### src/rtl/ex_mem_skid.sv
// EX/MEM pipeline register with valid/ready handshake, 2-entry skid buffer and sync flush.
// Optional perf counters are built only when EX_MEM_PERF_EN is defined.
module ex_mem_skid #(
  parameter int unsigned PC_WIDTH      = 12,
  parameter int unsigned DATA_WIDTH    = 16,
  parameter int unsigned REGADDR_WIDTH = 3
`ifdef EX_MEM_PERF_EN
  ,
  parameter int unsigned CNT_WIDTH     = 16
`endif
) (
  input  logic                     clk,
  input  logic                     reset,
  input  logic                     flush,
  input  logic                     ex_valid,
  output logic                     ex_ready,
  input  logic                     ex_reg_write,
  input  logic                     ex_mem_read,
  input  logic                     ex_mem_write,
  input  logic                     ex_branch,
  input  logic [PC_WIDTH-1:0]      ex_pc,
  input  logic [DATA_WIDTH-1:0]    ex_alu_result,
  input  logic [DATA_WIDTH-1:0]    ex_reg_data2,
  input  logic [REGADDR_WIDTH-1:0] ex_rd,
  output logic                     mem_valid,
  input  logic                     mem_ready,
  output logic                     mem_reg_write,
  output logic                     mem_mem_read,
  output logic                     mem_mem_write,
  output logic                     mem_branch,
  output logic [PC_WIDTH-1:0]      mem_pc,
  output logic [DATA_WIDTH-1:0]    mem_alu_result,
  output logic [DATA_WIDTH-1:0]    mem_write_data,
  output logic [REGADDR_WIDTH-1:0] mem_rd,
  output logic                     mem_fwd_en
`ifdef EX_MEM_PERF_EN
  ,
  output logic [CNT_WIDTH-1:0]     perf_stall_cnt,
  output logic [CNT_WIDTH-1:0]     perf_flush_cnt
`endif
);

  typedef struct packed {
    logic                     reg_write;
    logic                     mem_read;
    logic                     mem_write;
    logic                     branch;
    logic [PC_WIDTH-1:0]      pc;
    logic [DATA_WIDTH-1:0]    alu_result;
    logic [DATA_WIDTH-1:0]    write_data;
    logic [REGADDR_WIDTH-1:0] rd;
  } slot_t;

  typedef enum logic [1:0] {EMPTY, ONE, FULL} state_t;

  state_t state_q, state_d;
  slot_t  main_q, skid_q, ex_slot;
  logic   ex_ready_q;
  logic   acc, pop;
  logic   load_main_ex, load_main_skid, load_skid;

  assign ex_slot = '{reg_write:  ex_reg_write,
                     mem_read:   ex_mem_read,
                     mem_write:  ex_mem_write,
                     branch:     ex_branch,
                     pc:         ex_pc,
                     alu_result: ex_alu_result,
                     write_data: ex_reg_data2,
                     rd:         ex_rd};

  assign mem_valid = (state_q != EMPTY);
  assign ex_ready  = ex_ready_q;
  assign acc       = ex_valid & ex_ready_q;
  assign pop       = mem_valid & mem_ready;

  always_comb begin
    state_d        = state_q;
    load_main_ex   = 1'b0;
    load_main_skid = 1'b0;
    load_skid      = 1'b0;
    if (flush) begin
      state_d = EMPTY;
    end else begin
      unique case (state_q)
        EMPTY: begin
          if (acc) begin
            state_d      = ONE;
            load_main_ex = 1'b1;
          end
        end
        ONE: begin
          if (acc && pop) begin
            load_main_ex = 1'b1;
          end else if (acc) begin
            state_d   = FULL;
            load_skid = 1'b1;
          end else if (pop) begin
            state_d = EMPTY;
          end
        end
        FULL: begin
          if (pop) begin
            state_d        = ONE;
            load_main_skid = 1'b1;
          end
        end
        default: state_d = EMPTY;
      endcase
    end
  end

  // ex_ready is registered from the next state, so no combinational path from mem_ready.
  always_ff @(posedge clk or posedge reset) begin
    if (reset) begin
      state_q    <= EMPTY;
      ex_ready_q <= 1'b1;
    end else begin
      state_q    <= state_d;
      ex_ready_q <= (state_d != FULL);
    end
  end

  always_ff @(posedge clk or posedge reset) begin
    if (reset) begin
      main_q <= '0;
      skid_q <= '0;
    end else begin
      if (load_main_ex)
        main_q <= ex_slot;
      else if (load_main_skid)
        main_q <= skid_q;
      if (load_skid)
        skid_q <= ex_slot;
    end
  end

  assign mem_reg_write  = mem_valid & main_q.reg_write;
  assign mem_mem_read   = mem_valid & main_q.mem_read;
  assign mem_mem_write  = mem_valid & main_q.mem_write;
  assign mem_branch     = mem_valid & main_q.branch;
  assign mem_pc         = main_q.pc;
  assign mem_alu_result = main_q.alu_result;
  assign mem_write_data = main_q.write_data;
  assign mem_rd         = main_q.rd;
  assign mem_fwd_en     = mem_reg_write & (mem_rd != '0);

`ifdef EX_MEM_PERF_EN
  // Saturating counters; flush does not clear them.
  always_ff @(posedge clk or posedge reset) begin
    if (reset) begin
      perf_stall_cnt <= '0;
      perf_flush_cnt <= '0;
    end else begin
      if (mem_valid && !mem_ready && (perf_stall_cnt != '1))
        perf_stall_cnt <= perf_stall_cnt + 1'b1;
      if (flush && mem_valid && (perf_flush_cnt != '1))
        perf_flush_cnt <= perf_flush_cnt + 1'b1;
    end
  end
`endif

endmodule

### config.mk
export PLATFORM = sky130hd
export DESIGN_NAME = ex_mem_skid
export DESIGN_NICKNAME = d
export VERILOG_FILES = /design/src/rtl/ex_mem_skid.sv
export SDC_FILE = /design/constraint.sdc
export NUM_CORES = 1
export LEC_CHECK = 0
export CELL_PAD_IN_SITES_DETAIL_PLACEMENT = 1
export CELL_PAD_IN_SITES_GLOBAL_PLACEMENT = 1
export CORE_MARGIN = 2
export CORE_UTILIZATION = 27
export CTS_BUF_LIST = sky130_fd_sc_hd__clkbuf_16
export DETAILED_ROUTE_END_ITERATION = 10
export PLACE_DENSITY = 0.58
export SYNTH_ARGS = -nofsm -noshare
export SYNTH_HDL_FRONTEND = slang
export SYNTH_SLANG_ARGS = --single-unit
### constraint.sdc
create_clock -name clk -period 3.8 [get_ports clk]
set_clock_uncertainty 0.15 [all_clocks]
set_input_delay 0.76 -clock clk [delete_from_list [all_inputs] [get_ports clk]]
set_output_delay 0.76 -clock clk [all_outputs]
set_load 0.02 [all_outputs]
==> metrics.txt <==
final hold violations 0; crit end category output pin; Final Setup Violations 0; vias in the first global route 3,361; placer congestion estimate 0.688; global routing's busiest layer met2; CTS clk-pin slew, worst paths 0.07 ns; CTS hold repair buffers 0; layout cells sized above 1 0.302; Clock power frac 0.250; Pwr Density 520 nW/um^2; initial antenna violation count 0; max-cap viol count 0; DRT Wirelength 11.0 mm; Distinct cells, synth 22; met1 usage 0.136; Worst VDD drop 272 uV; Pwr Total 3.42 mW; unrepaired setup endpoints after global routing no; Initial Util 0.275; Gate Count Post-Synth 345; FF/Latch Area 2630 sq um; Setup Crit Path Kind reg -> out; Hold Crit Class reg -> reg; hold_ws 0.339 ns; Worst Path Required 2.89 ns; Leakage 2.87 nW; switch share 0.278; Initial DRC Count 48; clock root cell clkbuf_16; die span in x 145 microns; worst rel slew slack 0.360; P_int 2.47 mW; Tcrit/Tclk final 0.777; # DRC 0; top cells by area, synth dfrtp_1 49%, mux2_4 22%, mux2_1 11%, buf_4 6.6%, mux2_2 4.4%; Peak Freq 339 MHz; Num CTS Buffers 9; Top Family by Delay on Critical Path simple AND/OR/NAND/NOR gates; grt ovf 0; Slew @ Worst Pin 0.960 ns; core area 19,500 sq um; final net count 462; number of routed nets with antenna violations 0; register area share after synthesis 0.490; sw power 950 uW; Post-CTS Setup Inserts 0; # IOs 110; DP HPWL 6.93 mm; met3 Use GR 0.0349; slowest cell delay on critical path 0.54 ns; crit path time final 2.95 ns; Syn Nets 401; CP cell instances nor2_1, nor2b_1, o31a_1, clkdlybuf4s50_1; clock sinks 105; H-tree levels 3; largest net degree at the start of global routing 52; Critical path buffers and inverters 1; status completed; post-DR wirelength/cell 16.2 microns; CP Max Fanout 5; worst skew pair latency 0.35 ns; CTS tree done; TritonRoute pass-1 iters 2; n_diodes 0; die area 21,000 sq um; Sum Neg Setup Slack 0 ns; final core utilization 0.338; P&R area growth vs syn 22.6%; Synth Register Bits 105; Die Y 145 microns; sequential power share 0.459; combinational power share 0.291; area of the multi-input gates 2180 sq um; CTS Buffer Depth 2; met2 Resource Use GR 0.187; PostCTS Resize Cnt 0; crit path max-delay cell type clkdlybuf4s50_1; Synth Cell Area 5360 sq um; Critical Path AT 2.04 ns; # fillers 2,028; Via density 4.22; Syn. warnings 0; Tot GR Track Use 0.111; I/O Buffers 109; max-slew violations 0; Yosys top cell by area dfrtp_1; critical path startpoint category register; FP Rows 51; share of the synthesized area in the top cell type 0.486; Vias 2,852; Mapped Avg Cell Area 15.5 sq um; first-pass GRT wire length 18.5 mm
==> cell usage in the layout (no fill, tap or decap) <==
cell and count:
a211o_1 1, or3_1 1, clkbuf_16 9, inv_4 1
and4bb_1 1, nor4bb_4 1, dfrtp_1 104, o31a_1 1
a211oi_1 2, buf_4 3, nand2_1 2, clkinv_4 1
nand2b_1 1, clkinv_1 1, nor2_1 1, mux2_1 52
mux2_2 21, dfstp_2 1, a21oi_1 1, nand2b_2 1
clkdlybuf4s50_1 109, buf_12 2, inv_1 5, clkinv_2 1
mux2_4 80, clkinvlp_4 2, xnor2_1 1, nand2_4 1
nor2b_1 4
==> flip-flops by register name, indices dropped and copies added (netlist names) <==
| register | flops |
|---|---|
| ex_ready | 1 |
| mem_rd | 3 |
| mem_write_data | 16 |
| mem_alu_result | 16 |
| state_q | 2 |
| mem_pc | 12 |
| skid_q | 51 |
| main_q | 4 |
==> cells in the mapped netlist <==
library cell	number
dfrtp_1	104
mux2_4	80
mux2_1	52
buf_4	47
mux2_2	21
buf_2	6
buf_6	6
buf_12	5
inv_1	4
nor2b_1	4
nand2_1	3
a211oi_1	2
nand2b_1	2
a211o_1	1
a21oi_1	1
and4bb_1	1
dfstp_2	1
nor2_1	1
nor4bb_4	1
o31a_1	1
or3_1	1
xnor2_1	1
==> power by group through the flow <==
| stage | clock, mW | sequential (mW) | combinational, mW |
|---|---|---|---|
| global route | 0.955 | 1.61 | 1.07 |
| CTS | 0.908 | 1.57 | 1.01 |
| detailed placement | 0 | 1.59 | 1.01 |
| global placement | 0 | 1.57 | 0.982 |
| floorplan | 0 | 1.53 | 0.802 |
| finish | 0.856 | 1.57 | 0.994 |
==> cell type report <==
class | instances | share of cell area
flip-flops and latches | 105 | 0.400
multi-input cells | 172 | 0.331
repair buffers | 114 | 0.176
well taps | 265 | 0.0504
clock buffers | 9 | 0.0343
clock inverters | 7 | 0.00609
inverters | 4 | 0.00267
==> path summary, 6_finish.rpt <==
| check | end | depth (start not counted) | slack [ns] | from |
|---|---|---|---|---|
| max | mem_fwd_en | 4 | 0.85 | state_q[0] |
| min | skid_q[45] | 1 | 0.34 | skid_q[45] |
| max reg2reg | mem_pc[4] | 3 | 1.64 | ex_ready |
| min reg2reg | skid_q[45] | 1 | 0.34 | skid_q[45] |
| max in group asynchronous | ex_ready | 3 | 2.15 | reset |
| min in group asynchronous | skid_q[16] | 2 | 0.57 | reset |
==> through the flow <==
step / instances / setup WS (ns) / area [sq um]
floorplan: 345 / 0.131 / 5360
global placement: 660 / 0.726 / 6310
detailed placement: 660 / 0.655 / 6310
CTS: 676 / 0.773 / 6570
global route: 676 / 0.665 / 6570
finish: 676 / 0.846 / 6570
==> logic make-up (layout without fill, tap and decap cells) <==
group,after synthesis,after routing,share of synthesized area
buffers and inverters,68,134,0.106
muxes,153,153,0.377
DFF,105,105,0.490
xor gates and xnor gates,1,1,0.00163
and+or+nand+nor,13,13,0.0180
AOI/OAI and AO/OA,5,5,0.00700
==> routing by layer <==
| metal | vias up | share of wire | wire length, microns |
|---|---|---|---|
| met5 | - | 0 | 0 |
| met4 | 0 | 0.017 | 184 |
| met3 | 13 | 0.049 | 536 |
| met2 | 70 | 0.49 | 5380 |
| met1 | 1497 | 0.44 | 4860 |
| li1 | 1272 | - | - |
Note: power is estimated with default switching activity, not from simulation.
